## src/rtl/divider_16x8.sv

```systemverilog
// Sequential restoring divider: DIVIDEND_W-bit dividend / DIVISOR_W-bit divisor, one quotient
// bit per clock, with divide-by-zero detection and a state glyph for a seven-segment display.
module divider_16x8 #(
  parameter int DIVIDEND_W     = 16,
  parameter int DIVISOR_W      = 8,
  parameter int SEG_ACTIVE_LOW = 0
) (
  input  logic                  clk,
  input  logic                  reset_a,
  input  logic                  start,
  input  logic [DIVIDEND_W-1:0] data_a,
  input  logic [DIVISOR_W-1:0]  data_b,
  output logic                  busy,
  output logic                  done_flag,
  output logic                  div_by_zero,
  output logic [DIVIDEND_W-1:0] quotient_out,
  output logic [DIVISOR_W-1:0]  remainder_out,
  output logic [6:0]            seven_segment
);

  // Handshake: start is taken on any rising edge while not busy (IDLE, DONE or ERR) and is
  // ignored in CALC; the result is held on quotient_out/remainder_out while done_flag is high.

  typedef enum logic [1:0] {S_IDLE, S_CALC, S_DONE, S_ERR} state_t;

  localparam int CNT_W = (DIVIDEND_W > 1) ? $clog2(DIVIDEND_W) : 1;
  localparam logic [CNT_W-1:0] LAST_CNT = CNT_W'(DIVIDEND_W - 1);

  state_t                 state, state_nxt;
  logic [DIVIDEND_W-1:0]  q_reg;
  logic [DIVISOR_W-1:0]   d_reg;
  logic [DIVISOR_W-1:0]   r_reg;
  logic [CNT_W-1:0]       count;

  logic [DIVISOR_W:0]     trial;
  logic                   fits;
  logic [DIVISOR_W-1:0]   r_nxt;
  logic [DIVIDEND_W-1:0]  q_nxt;
  logic                   last_step;
  logic                   zero_div;
  logic [6:0]             glyph;

  // The remainder always stays below the divisor, so the extra bit lives only in the trial
  // value; the subtraction result fits in DIVISOR_W bits whenever it is taken.
  always_comb begin
    trial     = {r_reg, q_reg[DIVIDEND_W-1]};
    fits      = (trial >= {1'b0, d_reg});
    r_nxt     = fits ? (trial[DIVISOR_W-1:0] - d_reg) : trial[DIVISOR_W-1:0];
    q_nxt     = {q_reg[DIVIDEND_W-2:0], fits};
    last_step = (count == LAST_CNT);
    zero_div  = (data_b == '0);
  end

  always_ff @(posedge clk or posedge reset_a) begin
    if (reset_a) state <= S_IDLE;
    else         state <= state_nxt;
  end

  always_comb begin
    state_nxt = state;
    case (state)
      S_CALC:  if (last_step) state_nxt = S_DONE;
      default: if (start)     state_nxt = zero_div ? S_ERR : S_CALC;
    endcase
  end

  always_ff @(posedge clk or posedge reset_a) begin
    if (reset_a) begin
      q_reg         <= '0;
      d_reg         <= '0;
      r_reg         <= '0;
      count         <= '0;
      quotient_out  <= '0;
      remainder_out <= '0;
    end else begin
      case (state)
        S_CALC: begin
          q_reg <= q_nxt;
          r_reg <= r_nxt;
          count <= count + 1'b1;
          if (last_step) begin
            quotient_out  <= q_nxt;
            remainder_out <= r_nxt;
          end
        end
        default: begin
          if (start) begin
            if (zero_div) begin
              quotient_out  <= '1;
              remainder_out <= '0;
            end else begin
              q_reg <= data_a;
              d_reg <= data_b;
              r_reg <= '0;
              count <= '0;
            end
          end
        end
      endcase
    end
  end

  assign busy        = (state == S_CALC);
  assign done_flag   = (state == S_DONE) || (state == S_ERR);
  assign div_by_zero = (state == S_ERR);

  // Glyph bit order {g,f,e,d,c,b,a}; decoded straight from the state register.
  always_comb begin
    glyph = 7'b0111111;
    case (state)
      S_IDLE: glyph = 7'b0111111;
      S_CALC: glyph = 7'b0000110;
      S_DONE: glyph = 7'b1011011;
      S_ERR:  glyph = 7'b1111001;
      default: glyph = 7'b0111111;
    endcase
    seven_segment = (SEG_ACTIVE_LOW != 0) ? ~glyph : glyph;
  end

endmodule
```

## config.mk

```make
export PLATFORM = sky130hd
export DESIGN_NAME = divider_16x8
export DESIGN_NICKNAME = d
export VERILOG_FILES = /design/src/rtl/divider_16x8.sv
export SDC_FILE = /design/constraint.sdc
export NUM_CORES = 1
export LEC_CHECK = 0
export BUFFER_PORTS_ARGS = -buffer_cell sky130_fd_sc_hd__buf_2
export CAP_MARGIN = 20
export CELL_PAD_IN_SITES_DETAIL_PLACEMENT = 0
export CELL_PAD_IN_SITES_GLOBAL_PLACEMENT = 2
export CORE_MARGIN = 4
export CORE_UTILIZATION = 34
export CTS_BUF_LIST = sky130_fd_sc_hd__clkbuf_4 sky130_fd_sc_hd__clkbuf_8 sky130_fd_sc_hd__clkbuf_16
export DETAILED_ROUTE_END_ITERATION = 7
export PLACE_DENSITY = 0.86
export SETUP_SLACK_MARGIN = 0.5
export SYNTH_ARGS = -nofsm -noshare
export SYNTH_HDL_FRONTEND = slang
export SYNTH_SLANG_ARGS = --single-unit
```

## constraint.sdc

```tcl
create_clock -name clk -period 2.2 [get_ports clk]
set_input_delay 0.22 -clock clk [delete_from_list [all_inputs] [get_ports clk]]
set_output_delay 0.22 -clock clk [all_outputs]
set_load 0.03 [all_outputs]
```

==> results_dict.tcl, run 1 <==
set metrics [dict create \
    slowest_delay_ns 0.37 \
    syn_area_per_cell_um2 9.67 \
    vias 2647 \
    synth_ff_type "dfrtp_1" \
    insertion_delay_ns 0.35 \
    die_area_um2 10700 \
    r2r_setup_slack_ns 0.25 \
    h-tree-depth 3 \
    post-route-period-util 0.886 \
    critPathMaxFanout 5 \
    start_util 0.352 \
    detailedPlace.worstSlack_ns 0.188 \
    cp_slowest_cell "dfrtp_1" \
    start_kind "flop" \
    die_w_um 104 \
    place_area_um2 3700 \
    cellPowerDensity_nw_per_um2 1970 \
    rsz0062_at_grt "yes" \
    die_h_um 104 \
    grt_overflow 0 \
    synthesis.area_um2 3100 \
    fp.coreArea_um2 8810 \
    endpoint_kind "flop" \
    maxCapViolations 0 \
    port-buffer-count 60 \
    arrival_ns 2.18 \
    synthArstFlopShare 1.00 \
    ys_types 40 \
    num-fill-cells 857 \
    layout_common_cells "dfrtp_1, buf_2, nand2_1" \
    cp_num_buf_inv 2 \
    layout_min_cycle_time_ns 1.95 \
    cts_made_buffers 9 \
    fin_ws_ns 0.250 \
    crit_type "flop to flop" \
    ff_latch_area_um2 1560 \
    hp-class "input port to flop" \
    p_leak_uw 0.00193 \
    gp_congestion 0.772 \
    synth_top_cell_by_area "dfrtp_1" \
    cts_sinks 62 \
    ys_seq_area_frac 0.500 \
    synthTopCellsByArea "dfrtp_1, mux2i_1, ha_1" \
    row_count 34 \
    synth_top_area_share 0.500 \
    routed_wl_um 8260 \
    cts_tree "yes" \
    path_delay_family "multiplexers" \
    grt_max_degree 36 \
    drt_iter0_drc 68 \
    antenna_cells 0 \
    via_per_inst 5.05 \
    areaGrowthSynthToFinish_pct 37.7 \
    grt_pass1_wl_um 13400 \
    total_power_uw 8400 \
    syn_inst 321 \
    num_io_pins 61 \
    path_cells "inv_2 > ha_2 > nand4_1 > o21ai_2 > o31ai_4 > buf_6 > mux2i_4 > mux2_4" \
    drive_above_1_share 0.382 \
    final_util 0.485 \
    track_usage 0.156 \
    grt_pass1_vias 2671 \
    routedWlPerCell_um 15.8 \
    synth_warnings 0 \
    fin_area_um2 4270 \
    crit_required_ns 2.43 \
    status "finished, final reports clean" \
    synth_edf_count 0 \
    hpwl_um 5530 \
    drtPass1Iterations 4 \
    drc 0 \
    syn_nets 364 \
    nets 454 \
    fin_tns_setup_ns 0 \
    max_slew_margin 0.574 \
    tightest_slew_ns 0.637 \
    clkTransAtPathRegs_ns 0.08 \
    multi_input_area_um2 1660 \
    fmax_mhz 513 \
    slew_viol_final 0 \
    finalHoldViolations 0 \
    mostFrequentLayoutCell "dfrtp_1" \
    cts-root-buf "clkbuf_8" \
    antenna_found_initial 0 \
    postRouteAntennaNets 0 \
    setup_viol 0 \
    cts.path.max_buffers 2 \
    yosys_register_bits 62 \
    fin_skew_ns 0.00827 \
    worst_ir_drop_vdd_v 0.000904 \
]
==> cells by family after synthesis <==
family	after synthesis	share of synthesized area
compound gates	66	0.138
xor+xnor	4	0.0113
fa+ha+maj	16	0.0669
buf+inv	35	0.0476
flops	62	0.500
mux	20	0.0649
simple gates	118	0.171
==> layer usage <==
layer | GRT usage | share of wire
met1 | 0.193 | 0.44
met2 | 0.264 | 0.50
met3 | 0.0423 | 0.044
met4 | 0.0494 | 0.013
met5 | 0 | 0
==> where the power goes <==
| group | total (µW) | switching (µW) | internal (µW) |
|---|---|---|---|
| Combinational | 5300 | 2900 | 2400 |
| Clock | 1010 | 481 | 526 |
| Sequential | 2090 | 385 | 1700 |
==> through the flow <==
stage          hold WS, ns  std cells
2_1_floorplan        0.337        321
3_3_place_gp         0.340        485
6_report            0.0909        524
5_1_grt             0.0890        524
3_5_place_dp         0.338        485
4_1_cts             0.0789        515
==> synth_stat cells, types with 3 or more instances <==
cell type	count
ha_1	15
o211ai_1	4
a22o_1	7
o21ai_0	31
buf_2	7
nor3_1	15
nor2_1	33
nand4_1	4
inv_1	18
dfrtp_1	62
a21oi_1	7
a21oi_2	3
nand3_1	10
clkbuf_1	7
nor4_1	3
nand2_1	40
mux2i_1	19
or3_1	3
o21a_1	3
==> layout make-up <==
type                    count  area share
multi-input cells         224       0.389
flip-flops and latches     62       0.364
repair buffers             95       0.151
well taps                 108      0.0316
clock buffers               9      0.0290
inverters                  19      0.0182
clock inverters             7      0.0173
==> worst register-to-register path, delay by kind of cell, from the launching register on <==
family | cells | cell delay, ns
multiplexers | 2 | 0.45
flip-flops | 1 | 0.37
adder cells (fa/ha/maj) | 1 | 0.36
AO/OA/AOI/OAI | 2 | 0.31
buffers and inverters | 2 | 0.21
AND/OR/NAND/NOR | 1 | 0.13
==> path summary, 6_finish.rpt <==
path | cells after the start | startpoint | to
setup / recovery | 8 | q_reg[15]$_DFFE_PP0P_ | remainder_out[2]$_DFFE_PP0P_
max in group asynchronous | 4 | reset_a | r_reg[1]$_DFFE_PP0P_
hold reg to reg | 2 | quotient_out[9]$_DFFE_PP0P_ | quotient_out[9]$_DFFE_PP0P_
hold / removal | 3 | data_b[5] | d_reg[5]$_DFFE_PP0P_
min in group asynchronous | 3 | reset_a | quotient_out[10]$_DFFE_PP0P_
setup reg to reg | 8 | q_reg[15]$_DFFE_PP0P_ | remainder_out[2]$_DFFE_PP0P_
==> repair_timing <==
action,4_1_cts,5_1_grt
setup endpoints to repair,22,49
resized for setup,31,19
pin swaps,12,15
gates cloned,0,1
hold endpoints to repair,27,0
hold buffers,1,0
setup buffers,13,8
(Power assumes the default switching activity.)
==> inputs of run 2 (changes only) <==
--- a/config.mk
+++ b/config.mk
@@ -9,7 +9,7 @@
 export CAP_MARGIN = 20
 export CELL_PAD_IN_SITES_DETAIL_PLACEMENT = 0
 export CELL_PAD_IN_SITES_GLOBAL_PLACEMENT = 2
-export CORE_MARGIN = 4
+export CORE_MARGIN = 2
 export CORE_UTILIZATION = 34
 export CTS_BUF_LIST = sky130_fd_sc_hd__clkbuf_4 sky130_fd_sc_hd__clkbuf_8 sky130_fd_sc_hd__clkbuf_16
 export DETAILED_ROUTE_END_ITERATION = 7
==> run 2 against run 1 <==
Net effect: clock skew up 0.0015 ns; die area down 7.6%; via count down 0.34%; maximum frequency down 1.1%; worst setup slack worse by 0.022 ns; clock-buffer cell count unchanged; flip-flop and latch count unchanged; sequential share of layout area down 0.46 points; non-clock buffer count up 3; wire length about the same; first-iteration DRC count up 46%; hold slack better by 0.0090 ns.
==> results_dict.tcl, run 2 (synthesis gave the netlist of run 1 again) <==
set metrics [dict create \
    p_leak_uw 0.00196 \
    status "finished, final reports clean" \
    grt_pass1_vias 2588 \
    areaGrowthSynthToFinish_pct 39.2 \
    tightest_slew_ns 0.610 \
    drtPass1Iterations 4 \
    crit_type "flop to flop" \
    row_count 34 \
    via_per_inst 5.01 \
    vias 2638 \
    die_h_um 99.5 \
    start_kind "flop" \
    die_w_um 99.5 \
    critPathMaxFanout 7 \
    cts_made_buffers 9 \
    hp-class "input port to flop" \
    routedWlPerCell_um 15.7 \
    max_slew_margin 0.593 \
    cts_sinks 62 \
    total_power_uw 8630 \
    finalHoldViolations 0 \
    gp_congestion 0.817 \
    rsz0062_at_grt "yes" \
    fin_skew_ns 0.00975 \
    cts-root-buf "clkbuf_8" \
    reg2regPathDepth 8 \
    drc 0 \
    clkTransAtPathRegs_ns 0.07 \
    cts.path.max_buffers 2 \
    h-tree-depth 3 \
    grt_pass1_wl_um 13000 \
    mostFrequentLayoutCell "dfrtp_1" \
    die_area_um2 9910 \
    post-route-period-util 0.896 \
    maxCapViolations 0 \
    antenna_cells 0 \
    drive_above_1_share 0.391 \
    routed_wl_um 8260 \
    antenna_found_initial 0 \
    hpwl_um 5570 \
    drt_iter0_drc 99 \
    num-fill-cells 823 \
    slew_viol_final 0 \
    track_usage 0.168 \
    nets 457 \
    postRouteAntennaNets 0 \
    fmax_mhz 507 \
    insertion_delay_ns 0.35 \
    num_io_pins 61 \
    layout_min_cycle_time_ns 1.97 \
    setup_viol 0 \
    start_util 0.352 \
    arrival_ns 2.18 \
    worst_ir_drop_vdd_v 0.000770 \
    fin_tns_setup_ns 0 \
    hold-worst-slack_ns 0.0999 \
    grt_max_degree 38 \
    fp.coreArea_um2 8810 \
    cts_tree "yes" \
    layout_common_cells "dfrtp_1, buf_2, nand2_1" \
    grt_overflow 0 \
    port-buffer-count 60 \
    endpoint_kind "flop" \
    crit_required_ns 2.41 \
    cellPowerDensity_nw_per_um2 2000 \
    hold_path_depth 3 \
]
-- run 2: changes by cell type in the layout (fill, tap and decap cells not counted), moves of 2 or more --
cell,previous run,this run
buf_4,25,27
dfrtp_2,4,2
dfrtp_1,58,60
nand3_2,1,3
nand3_1,9,7
-- run 2: final timing paths --
check / end / slack [ns] / startpoint
max: remainder_out[6]$_DFFE_PP0P_ / 0.23 / r_reg[1]$_DFFE_PP0P_
min: d_reg[3]$_DFFE_PP0P_ / 0.1 / data_b[3]
max reg2reg: remainder_out[6]$_DFFE_PP0P_ / 0.23 / r_reg[1]$_DFFE_PP0P_
min reg2reg: remainder_out[5]$_DFFE_PP0P_ / 0.50 / remainder_out[5]$_DFFE_PP0P_
max in group asynchronous: r_reg[2]$_DFFE_PP0P_ / 1.11 / reset_a
min in group asynchronous: quotient_out[10]$_DFFE_PP0P_ / 0.49 / reset_a
-- run 2: report_power, final --
part,switching (µW),total (µW),internal [µW]
Sequential,395,2090,1700
Clock,494,1020,527
Combinational,2950,5520,2570
Total,3840,8630,4800
-- run 2: metrics by stage --
step	cell area, µm²	util	setup slack (ns)	instances
finish	4320	0.491	0.228	527
global route	4320	0.491	0.139	527
CTS	4150	0.471	0.324	522
detailed placement	3700	0.420	0.252	485
global placement	3700	0.420	0.304	485
floorplan	3250	-	0.413	321
-- run 2: layer usage --
layer,track usage,vias to the layer above,wire length [µm]
met5,0,-,0
met4,0.0316,0,50
met3,0.0471,7,318
met2,0.285,48,4090
met1,0.217,1287,3800
li1,-,1296,-
-- run 2: cell type report --
class,instances,area (µm²),share of cell area
multi-input cells,224,1690,0.392
flip-flops and latches,62,1550,0.360
repair buffers,98,664,0.154
well taps,108,135,0.0313
clock buffers,9,124,0.0287
inverters,19,75.1,0.0174
clock inverters,7,73.8,0.0171
-- run 2: what timing repair did --
| action | 4_1_cts | 5_1_grt |
|---|---|---|
| gates resized for setup | 27 | 24 |
| setup buffers | 20 | 4 |
| pin swaps | 14 | 12 |
| hold endpoints to repair | 25 | 0 |
| gates cloned | 0 | 1 |
| endpoints found under the setup margin | 36 | 39 |
| hold buffers | 1 | 0 |
-- run 2: worst max-delay path, cell delays in order, from the launching register on --
cell	delay [ns]
dfrtp_1	0.42
ha_4	0.32
nand3b_1	0.12
a21oi_2	0.23
o31ai_4	0.10
buf_6	0.14
buf_8	0.13
a32oi_1	0.24
o31ai_1	0.13
==> inputs of run 3 (changes only) <==
--- a/config.mk
+++ b/config.mk
@@ -13,7 +13,8 @@
 export CORE_UTILIZATION = 34
 export CTS_BUF_LIST = sky130_fd_sc_hd__clkbuf_4 sky130_fd_sc_hd__clkbuf_8 sky130_fd_sc_hd__clkbuf_16
 export DETAILED_ROUTE_END_ITERATION = 7
-export PLACE_DENSITY = 0.86
+export PLACE_DENSITY_LB_ADDON = 0.1
+export RECOVER_POWER = 100
 export SETUP_SLACK_MARGIN = 0.5
 export SYNTH_ARGS = -nofsm -noshare
 export SYNTH_HDL_FRONTEND = slang
==> run 3 against run 2 <==
Net effect: via count down 0.87%; power down 2.5%; largest cell class unchanged; combinational power down 6.0%; die area unchanged; clock power up 12%; first-iteration DRC count up 20%; final cell count down 0.19%; core utilization down 0.90 points; cell area down 1.8%; maximum frequency down 0.57%; wire length up 3.8%; clock skew down 0.00099 ns.
==> results_dict.tcl, run 3 (synthesis gave the netlist of run 1 again) <==
set metrics [dict create \
    status "finished, final reports clean" \
    path_delay_family "compound AO/OA/AOI/OAI gates" \
    vias 2615 \
    rsz0062_at_grt "yes" \
    fmax_mhz 504 \
    areaGrowthSynthToFinish_pct 36.7 \
    fin_tns_setup_ns 0 \
    via_per_inst 4.97 \
    cts_made_buffers 9 \
    slowest_delay_ns 0.41 \
    hold_buffers 0 \
    fin_area_um2 4240 \
    arrival_ns 2.21 \
    antenna_found_initial 0 \
    endpoint_kind "flop" \
    finalNonFillerCells 526 \
    die_h_um 99.5 \
    top_usage_layer "met2" \
    met1_usage 0.241 \
    multi_input_area_um2 1670 \
    cp_num_buf_inv 1 \
    track_usage 0.176 \
    place_area_um2 3720 \
    antenna_cells 0 \
    grt_overflow 0 \
    met2_usage 0.276 \
    routed_wl_um 8570 \
    gp_congestion 0.841 \
    drtPass1Iterations 4 \
    cts.path.max_buffers 2 \
    die_area_um2 9910 \
    critPathMaxFanout 5 \
    h-tree-depth 3 \
    mostFrequentLayoutCell "dfrtp_1" \
    cp_slowest_cell "dfrtp_1" \
    drt_iter0_drc 119 \
    hpwl_um 5530 \
    finalHoldViolations 0 \
    num_io_pins 61 \
    cts-root-buf "clkbuf_8" \
    cellPowerDensity_nw_per_um2 1980 \
    dp.cells 486 \
    drive_above_1_share 0.297 \
    layout_min_cycle_time_ns 1.98 \
    grt.met3_usage 0.0401 \
    maxCapViolations 0 \
    grt_pass1_wl_um 13500 \
    port-buffer-count 60 \
    hp-class "input port to flop" \
    nets 456 \
    path_cells "ha_4 > nand3b_1 > a21oi_1 > o31ai_4 > buf_6 > mux2i_4 > a22o_1" \
    post-route-period-util 0.901 \
    num-fill-cells 871 \
    die_w_um 99.5 \
    crit_type "flop to flop" \
    fp.coreArea_um2 8810 \
    p_leak_uw 0.00187 \
    grt_pass1_vias 2588 \
    tightest_slew_ns 1.42 \
    start_util 0.352 \
    setup_viol 0 \
    fin_skew_ns 0.00876 \
    crit_required_ns 2.43 \
    postRouteAntennaNets 0 \
    max_slew_margin 0.0481 \
    layout_common_cells "dfrtp_1, nand2_1, nor2_1" \
    hold-worst-slack_ns 0.0971 \
    insertion_delay_ns 0.34 \
    cts_sinks 62 \
    routedWlPerCell_um 16.3 \
    cts_tree "yes" \
    final_util 0.482 \
    drc 0 \
    start_kind "flop" \
    clkTransAtPathRegs_ns 0.07 \
    row_count 34 \
    ff_latch_area_um2 1560 \
    worst_ir_drop_vdd_v 0.000776 \
    slew_viol_final 0 \
    grt_max_degree 33 \
]
-- run 3: cell count changes in the layout (fill, tap and decap cells not counted), sizes merged --
cell         previous run  this run
clkinv                  5         4
buf                    96        60
inv                    18        17
clkbuf                 10        47
dlygate4sd3             1         0
bufinv                  1         2
-- run 3: worst paths after layout --
path	startpoint	slack [ns]	to	cells after the start
setup / recovery	r_reg[1]$_DFFE_PP0P_	0.22	r_reg[0]$_DFFE_PP0P_	7
hold / removal	data_b[3]	0.1	d_reg[3]$_DFFE_PP0P_	3
setup reg to reg	r_reg[1]$_DFFE_PP0P_	0.22	r_reg[0]$_DFFE_PP0P_	7
hold reg to reg	remainder_out[0]$_DFFE_PP0P_	0.51	remainder_out[0]$_DFFE_PP0P_	1
max in group asynchronous	reset_a	0.56	r_reg[5]$_DFFE_PP0P_	3
min in group asynchronous	reset_a	0.18	quotient_out[8]$_DFFE_PP0P_	2
-- run 3: what timing repair did --
action                                  in CTS  in global routing
resized for setup                           33                 21
endpoints found under the setup margin      41                 47
pin swaps                                    8                  8
setup buffers                               16                  5
cloned                                       0                  3
-- run 3: metal layers --
layer,wire length (µm),share of wire,up-vias
met3,308,0.036,6
li1,-,-,1291
met4,78,0.0091,0
met5,0,0,-
met2,4070,0.47,53
met1,4120,0.48,1265
-- run 3: power breakdown --
group / internal [µW] / total [µW] / switching, µW
Clock: 649 / 1140 / 491
Sequential: 1700 / 2090 / 388
Combinational: 2310 / 5190 / 2880
Total: 4660 / 8420 / 3760
-- run 3: final cells by class --
cell class              instances  area share
clock buffers                  10      0.0310
clock inverters                 6      0.0204
inverters                      19      0.0171
multi-input cells             224       0.393
flip-flops and latches         62       0.367
well taps                     108      0.0319
repair buffers                 97       0.140
-- run 3: stage by stage --
stage | setup slack (ns) | total power, µW
2_1_floorplan | 0.413 | 5310
3_3_place_gp | 0.233 | 6350
3_5_place_dp | 0.239 | 6340
4_1_cts | 0.304 | 8280
5_1_grt | 0.134 | 9030
6_report | 0.217 | 8420
-- run 3: worst reg2reg max path, delay by kind of cell, from the launching register on --
kind / cells / cell delay (ns)
flops: 1 / 0.41
compound gates: 3 / 0.70
mux: 1 / 0.18
simple gates: 1 / 0.11
buf+inv: 1 / 0.15
fa+ha+maj: 1 / 0.33
